### config.mk
export PLATFORM = sky130hd
export DESIGN_NAME = pwm_seq_ctrl
export DESIGN_NICKNAME = d
export VERILOG_FILES = /design/src/rtl/pwm_pkg.sv /design/src/rtl/pwm_trig_sync.sv /design/src/rtl/pwm_seq_ctrl.sv
export SDC_FILE = /design/constraint.sdc
export NUM_CORES = 1
export LEC_CHECK = 0
export BUFFER_PORTS_ARGS = -buffer_cell sky130_fd_sc_hd__clkbuf_2
export CAP_MARGIN = 10
export CORE_ASPECT_RATIO = 1.75
export CORE_MARGIN = 8
export CORE_UTILIZATION = 56
export CTS_CLUSTER_DIAMETER = 60
export CTS_CLUSTER_SIZE = 25
export DETAILED_ROUTE_END_ITERATION = 8
export PLACE_DENSITY = 0.81
export SLEW_MARGIN = 15
export SYNTH_ARGS = -nofsm -noshare
export SYNTH_HDL_FRONTEND = slang
export SYNTH_HIERARCHICAL = 1
export SYNTH_SLANG_ARGS = --single-unit
### constraint.sdc
create_clock -name mclk -period 3.3 [get_ports mclk]
set_clock_uncertainty 0.1 [all_clocks]
set_input_delay 0.165 -clock mclk [delete_from_list [all_inputs] [get_ports mclk]]
set_output_delay 0.165 -clock mclk [all_outputs]
set_load 0.02 [all_outputs]
### src/rtl/pwm_pkg.sv
// pwm_pkg: shared types, widths and helpers for the PWM channel sequencer
package pwm_pkg;
    typedef enum logic [1:0] {PWM_IDLE, PWM_ARMED, PWM_RUN, PWM_DONE} pwm_state_t;
    localparam int PWM_CNT_W   = 16;
    localparam int PWM_SCALE_W = 4;
    localparam int PWM_PRESC_W = 1 << PWM_SCALE_W;
    // Terminal prescaler value for a given scale: 2^scale-1
    function automatic logic [PWM_PRESC_W-1:0] presc_mask(input logic [PWM_SCALE_W-1:0] scale);
        return ~({PWM_PRESC_W{1'b1}} << scale);
    endfunction
endpackage

### src/rtl/pwm_trig_sync.sv
// pwm_trig_sync: GPIO trigger select, 2-flop synchroniser and registered edge detect
module pwm_trig_sync #(
    parameter int NGPIO = 8
) (
    input  logic             mclk,
    input  logic             h_reset_n,
    input  logic [NGPIO-1:0] gpio_in,
    input  logic [2:0]       sel,
    input  logic             trig_edge,
    output logic             trig
);
    logic raw, s1, s2, s3;
    assign raw = (32'(sel) < NGPIO) ? gpio_in[sel] : 1'b0;
    always_ff @(posedge mclk or negedge h_reset_n) begin
        if (!h_reset_n) begin
            s1   <= 1'b0;
            s2   <= 1'b0;
            s3   <= 1'b0;
            trig <= 1'b0;
        end else begin
            s1   <= raw;
            s2   <= s1;
            s3   <= s2;
            trig <= trig_edge ? (s3 & ~s2) : (s2 & ~s3);
        end
    end
endmodule

### src/rtl/pwm_seq_ctrl.sv
// pwm_seq_ctrl: PWM channel sequencer - prescaler, period counter, start/restart FSM
// and config shadow update strobe.
module pwm_seq_ctrl
    import pwm_pkg::*;
#(
    parameter int NGPIO = 8,
    parameter int CNT_W = PWM_CNT_W
) (
    input  logic                   mclk,
    input  logic                   h_reset_n,
    input  logic                   cfg_pwm_enb,
    input  logic [PWM_SCALE_W-1:0] cfg_pwm_scale,
    input  logic                   cfg_pwm_oneshot,
    input  logic                   cfg_pwm_frun,
    input  logic                   cfg_pwm_gpio_enb,
    input  logic                   cfg_pwm_gpio_edge,
    input  logic [2:0]             cfg_pwm_gpio_sel,
    input  logic [CNT_W-1:0]       cfg_pwm_period,
    input  logic [NGPIO-1:0]       gpio_in,
    output logic [CNT_W-1:0]       pwm_cnt,
    output logic                   pwm_tick,
    output logic                   pwm_run,
    output logic                   pwm_cfg_update,
    output logic                   pwm_done
);
    pwm_state_t             state, state_d;
    logic [PWM_SCALE_W-1:0] scale_q;
    logic [PWM_PRESC_W-1:0] presc, presc_d;
    logic [CNT_W-1:0]       cnt_d;
    logic                   trig, adv, roll, running, upd_d, done_d, tick_d;

    pwm_trig_sync #(.NGPIO(NGPIO)) u_trig (
        .mclk      (mclk),
        .h_reset_n (h_reset_n),
        .gpio_in   (gpio_in),
        .sel       (cfg_pwm_gpio_sel),
        .trig_edge (cfg_pwm_gpio_edge),
        .trig      (trig)
    );

    assign pwm_run = state == PWM_RUN;

    always_comb begin
        running = state == PWM_RUN && cfg_pwm_enb;
        adv     = state == PWM_RUN && presc == presc_mask(scale_q);
        // >= also catches a period lowered below the current count
        roll    = adv && pwm_cnt >= cfg_pwm_period;
        state_d = state;
        if (!cfg_pwm_enb)
            state_d = PWM_IDLE;
        else if (state == PWM_IDLE)
            state_d = cfg_pwm_gpio_enb ? PWM_ARMED : PWM_RUN;
        else if (state == PWM_ARMED && trig)
            state_d = PWM_RUN;
        else if (state == PWM_RUN && roll)
            state_d = cfg_pwm_oneshot ? PWM_DONE :
                      (cfg_pwm_frun || !cfg_pwm_gpio_enb) ? PWM_RUN : PWM_ARMED;
        presc_d = (running && !adv) ? presc + 1'b1 : '0;
        cnt_d   = !running ? '0 : roll ? '0 : adv ? pwm_cnt + 1'b1 : pwm_cnt;
        upd_d   = state_d == PWM_IDLE || (roll && cfg_pwm_enb);
        done_d  = roll && cfg_pwm_enb && cfg_pwm_oneshot;
        tick_d  = adv && cfg_pwm_enb;
    end

    always_ff @(posedge mclk or negedge h_reset_n) begin
        if (!h_reset_n)
            state <= PWM_IDLE;
        else
            state <= state_d;
    end

    always_ff @(posedge mclk or negedge h_reset_n) begin
        if (!h_reset_n) begin
            scale_q        <= '0;
            presc          <= '0;
            pwm_cnt        <= '0;
            pwm_tick       <= 1'b0;
            pwm_cfg_update <= 1'b0;
            pwm_done       <= 1'b0;
        end else begin
            // scale is only picked up at a prescaler wrap or while not counting
            if (state != PWM_RUN || adv)
                scale_q <= cfg_pwm_scale;
            presc          <= presc_d;
            pwm_cnt        <= cnt_d;
            pwm_tick       <= tick_d;
            pwm_cfg_update <= upd_d;
            pwm_done       <= done_d;
        end
    end
endmodule

## Word-level counts from Yosys, hierarchy flattened

Cells that the tools add are included.

| word-level totals | value |
|---|---|
| register bits after elaboration | 45 |
| latch bits | 0 |
| memory bits (writable) | 0 |
| ROM bits | 0 |
| input port bits | 38 |
| output and inout bits | 20 |
| memories kept | 0 |

| operators by class | value |
|---|---|
| add/sub/neg operators | 2 |
| $mul | 0 |
| divide/modulo/power cells | 0 |
| magnitude comparators | 2 |
| equality and inequality tests | 5 |
| shift operators | 1 |
| multiplexer cells | 14 |
| bitwise gates (word level) | 5 |
| reductions and logical operators | 16 |

Operators by type and width:

| operator | count |
|---|---|
| two-way mux 16 bit | 4 |
| adder 16 x 1 -> 16 bit, second input constant | 2 |
| equality test 16 bit | 1 |
| greater-or-equal comparator 16 bit | 1 |
| NOT 16 bit | 1 |
| << shifter 16 x 4 -> 16 bit, first input constant | 1 |
| two-way mux 2 bit | 7 |
| logical AND 1 bit | 9 |
| zero test 2 bit | 2 |
| < comparator 3 x 4 -> 1 bit, second input constant | 1 |
| binary-select mux 1 bit (select 3 bit) | 1 |
| logical OR 1 bit | 3 |
| inequality test 3 bit, second input constant | 1 |
| AND 1 bit | 2 |
| equality test 2 x 1 -> 1 bit, second input constant | 1 |
| equality test 2 bit, second input constant | 1 |
| zero test 1 bit | 2 |
| two-way mux 1 bit | 2 |
| inequality test 2 bit, second input constant | 1 |
| NOT 1 bit | 2 |

## Logic depth before layout (Yosys ltp)

| logic depth | value |
|---|---|
| word-level depth | 12 |
| gate-level depth with buffers | 11 |

## Modules after synthesis

Netlist, hierarchy kept.

Modules (own cells, without submodules):

| module | instances | cells an instance | area each (um^2) | seq. area each (um^2) |
|---|---|---|---|---|
| pwm_seq_ctrl | 1 | 327 | 2847.7 | 1026.0 |
| pwm_trig_sync | 1 | 10 | 180.2 | 100.1 |

## Worst setup path before layout

Ideal clock, no wire load.

| timing path | value |
|---|---|
| kind | register -> register |
| start point | register scale_q[0] |
| end point | register pwm_cnt[14] |
| library setup time | 0.119 ns |
| data arrival time | 2.759 ns |
| required time | 3.081 ns |
| path slack | 0.322 ns |
| stages on the path, launching flop included | 10 |
| clock period less this slack | 2.978 ns |
| cells stage by stage | dfrtp_1 or3_4 a2bb2oi_1 or4b_1 or3_4 or3_1 buf_2 buf_6 o21a_1 o21a_1 |

| between the ends | value |
|---|---|
| longest elaborated chain between the ends | 7 |
| elaborated cells on any way between the ends | 8 |
| those cells by class | eq/ne: 2; shift: 1; mux: 2; bitwise: 1; reduce/logical: 2 |

RTL lines:

| what | RTL line | text |
|---|---|---|
| start: declaration | pwm_seq_ctrl.sv:27 | `logic [PWM_SCALE_W-1:0] scale_q;` |
| start signal: assignment | pwm_seq_ctrl.sv:83 | `scale_q <= cfg_pwm_scale;` |
| << shifter 16 x 4 -> 16 bit * | pwm_pkg.sv:9 | `return ~({PWM_PRESC_W{1'b1}} << scale);` |
| NOT 16 bit * | pwm_pkg.sv:9 |  |
| equality test 16 bit * | pwm_seq_ctrl.sv:45 | `adv = state == PWM_RUN && presc == presc_mask(scale_q);` |
| logical AND 1 bit * | pwm_seq_ctrl.sv:45 |  |
| logical AND 1 bit | pwm_seq_ctrl.sv:47 | `roll = adv && pwm_cnt >= cfg_pwm_period;` |
| two-way mux 16 bit (2 in a row) | pwm_seq_ctrl.sv:59 | `cnt_d = !running ? '0 : roll ? '0 : adv ? pwm_cnt + 1'b1 : pwm_cnt;` |
| end signal: assignment | pwm_seq_ctrl.sv:85 | `pwm_cnt <= cnt_d;` |
| end: declaration | pwm_seq_ctrl.sv:20 | `output logic [CNT_W-1:0] pwm_cnt,` |

Mark *: on every way between the ends. The rest lies on a longest branch, timed or not.
A chain may end at the register's enable or synchronous reset.

## Final worst setup path

| timing path | value |
|---|---|
| start point | register scale_q[1] |
| end point | register pwm_cnt[14] |

Same word-level chain as after synthesis.

==> impl_metrics.py <==
metrics = {
    "route": {
        "viasPerCell": 6.075,
        "ant_nets": 0,
        "wl_microns": 7891,
        "avgRoutedWirePerCell_microns": 16.90,
        "drt_iter0_markers": 194,
        "drt_first_pass_iters": 4,
        "vias": 2837,
        "drc": 0,
    },
    "sta": {
        "hold_violations": 0,
        "setup_viol": 0,
        "grt_setup_unrepaired": "no",
        "tightest_slew_ns": 0.8330,
        "drv_slew": 0,
        "min_period_ns": 3.066,
        "fmax_mhz": 326.2,
        "fin_crit_sh_pct": 92.90,
        "timing.setup.tns_ns": 0,
        "maxSlewHeadroom_pct": 44.46,
    },
    "clock_tree": {
        "clk_pin_slew_ns": 0.08,
        "clockRootBuffer": "clkbuf_8",
        "cts_max_level": 2,
        "cts_buffers": 5,
        "insertion_delay_ns": 0.31,
        "cts_buffer_depth": 2,
        "cts_resized": 0,
        "postCtsSetupBuffers": 0,
        "clkSinkCount": 45,
        "cts_tree": "done",
    },
    "synthesis": {
        "syn_inst": 337,
        "synth_seq_area_share_pct": 37.19,
        "syn_area_per_cell_sq_um": 8.985,
        "synth_top_area_share_pct": 37.19,
        "synth.ff_latch_count": 45,
        "synth.distinct_cells": 57,
        "synth_area_leader_cell": "dfrtp_1",
        "syn_area_sq_um": 3028,
        "synthTopCellsByArea": "dfrtp_1, ha_1, nor2_1",
        "synth_warnings": 6,
        "synth_nets": 393,
        "synth_edf_count": 0,
        "async_flop_share_pct": 100.0,
        "synthFlopType": "dfrtp_1",
    },
    "cells_and_area": {
        "regArea_sq_um": 1126,
        "nets": 467,
        "syn_to_final_growth_pct": 19.34,
        "multiInputGateArea_sq_um": 1728,
        "layout_common_cells": "clkbuf_2, dfrtp_1, nor2_1",
        "diodes": 0,
        "num-fill-cells": 449,
        "drive_gt1_share_pct": 22.57,
        "final_common_cell": "clkbuf_2",
        "final_util_pct": 68.76,
    },
    "placement": {
        "gp_congestion": 0.9849,
        "place_hpwl_microns": 6133,
        "io_buffers": 57,
    },
    "global_route": {
        "busiest_layer": "met2",
        "met3_usage_pct": 3.012,
        "grt_pass1_vias": 2970,
        "grt_pass1_wl_microns": 13400,
        "grt_overflow": 0,
        "globalRouteMet1Util_pct": 20.97,
        "antenna_found_initial": 0,
        "gr-usage-all-layers_pct": 20.16,
        "grt_start_max_net_pins": 35,
        "met2_usage_pct": 37.85,
    },
    "floorplan": {
        "die_w_microns": 71.59,
        "core_region_area_sq_um": 5255,
        "dieArea_sq_um": 8109,
        "die_y_microns": 113.3,
        "initial_core_util_pct": 57.62,
        "num_rows": 35,
        "io_pins": 58,
    },
    "pwr": {
        "cellLeakagePower_nw": 1.688,
        "p_per_area_nw_per_um2": 316.2,
        "ir_worst_vdd_v": 0.0001515,
    },
    "min_path": {
        "hold_path_class": "in2reg",
    },
    "worst_setup_path": {
        "cpMaxStageDelayCell": "or4b_1",
        "end_kind": "flop",
        "endpoint": "pwm_cnt[14]",
        "cp-startpoint": "scale_q[1]",
        "required_ns": 3.39,
        "crit_type": "reg2reg",
        "worstReg2RegStart": "scale_q[1]",
        "cp-start-kind": "flop",
        "r2r_cells": 8,
        "path_cells": "or3_4 -> a2bb2oi_1 -> or4b_1 -> or3_4 -> or3_1 -> buf_4 -> o21a_1 -> o21a_1",
        "worstPathArrival_ns": 3.16,
        "worst-r2r-setup-slack_ns": 0.23,
        "r2r-end": "pwm_cnt[14]",
        "path_max_fanout": 10,
        "slowest_delay_ns": 0.52,
    },
    "flow_run": {
        "drv_cap": 0,
    },
    "outcome": {
        "status": "complete, no violations",
    },
}
cell usage after synthesis (all sizes together), types with 3 or more instances:
| cell | n |
|---|---|
| ha | 18 |
| nor3b | 4 |
| nand3 | 17 |
| clkbuf | 9 |
| and3 | 10 |
| xnor2 | 11 |
| a41oi | 3 |
| nand2 | 21 |
| dfrtp | 45 |
| o21a | 4 |
| a21o | 4 |
| a21oi | 13 |
| and2 | 3 |
| xor2 | 4 |
| o21ai | 17 |
| buf | 5 |
| nor2b | 8 |
| inv | 29 |
| o211ai | 4 |
| a32o | 7 |
| nor4b | 3 |
| or3 | 4 |
| mux2 | 5 |
| nand4b | 3 |
| nor2 | 39 |
| nor4 | 6 |
| nand4 | 9 |
| nor3 | 5 |
layout make-up:
| type | instances | area share [%] |
|---|---|---|
| Clock inverter | 2 | 0.3809 |
| Timing Repair Buffer | 81 | 13.43 |
| Tap cell | 55 | 1.904 |
| Clock buffer | 6 | 2.285 |
| Multi-Input combinational cell | 249 | 47.82 |
| Sequential cell | 45 | 31.16 |
| Inverter | 29 | 3.012 |
state kept, by name (all words and copies together) (netlist names), 2 cells and up:
register and cells:
state 2, scale_q 4, pwm_cnt 16, presc 16
repair_timing:
action / in CTS / in global routing
hold endpoints to repair: 40 / 0
hold buffers: 8 / 0
setup endpoints to repair: 0 / 0
layer usage:
layer / wire length [microns] / part of all wire, %
met4: 241 / 3.1
met3: 340 / 4.3
met1: 2921 / 37
met2: 4388 / 56
met5: 0 / 0
cell families after synthesis:
| kind of cell | synth area share (%) |
|---|---|
| AO/OA/AOI/OAI | 15.46 |
| XOR/XNOR | 4.339 |
| adder cells (fa/ha/maj) | 7.769 |
| buffers and inverters | 5.744 |
| flip-flops | 37.19 |
| multiplexers | 4.422 |
| AND/OR/NAND/NOR | 25.08 |
worst max-delay path, delay by kind of cell, from the launching register on:
kind | cells | cell delay, ns
AO/OA/AOI/OAI | 3 | 0.50
buffers and inverters | 1 | 0.21
flip-flops | 1 | 0.39
AND/OR/NAND/NOR | 4 | 1.77
power by group:
group	switching [mW]	leakage, nW	internal [mW]	total, mW
combinational	0.103	1.03	0.0913	0.194
clock	0.197	0.0512	0.170	0.367
sequential	0.0133	0.607	0.568	0.581
per-stage QoR:
| stage | instances | hold WS, ns | power [mW] | cell area, sq um | setup WS [ns] |
|---|---|---|---|---|---|
| after floorplan | 337 | -0.2306 | 0.7039 | 3028 | 0.3224 |
| after global placement | 451 | 0.1988 | 0.7712 | 3437 | 0.2774 |
| after detailed placement | 451 | 0.2107 | 0.7785 | 3437 | 0.2505 |
| after CTS | 467 | 0.05619 | 1.150 | 3613 | 0.2391 |
| after global routing | 467 | 0.07467 | 1.193 | 3613 | 0.1601 |
| final | 467 | 0.07001 | 1.143 | 3613 | 0.2344 |
how the worst min path moves through the flow:
| stage | slack (ns) | to | startpoint | cells after the start |
|---|---|---|---|---|
| 2_1_floorplan | -0.23 | presc[0] | h_reset_n | 0 |
| 3_3_place_gp | 0.20 | scale_q[1] | h_reset_n | 1 |
| 3_5_place_dp | 0.21 | scale_q[3] | h_reset_n | 1 |
| 4_1_cts | 0.06 | pwm_done | cfg_pwm_oneshot | 2 |
| 5_1_grt | 0.07 | pwm_done | cfg_pwm_oneshot | 2 |
| 6_report | 0.07 | pwm_done | cfg_pwm_oneshot | 2 |
Note: power is estimated with default switching activity, not from simulation.
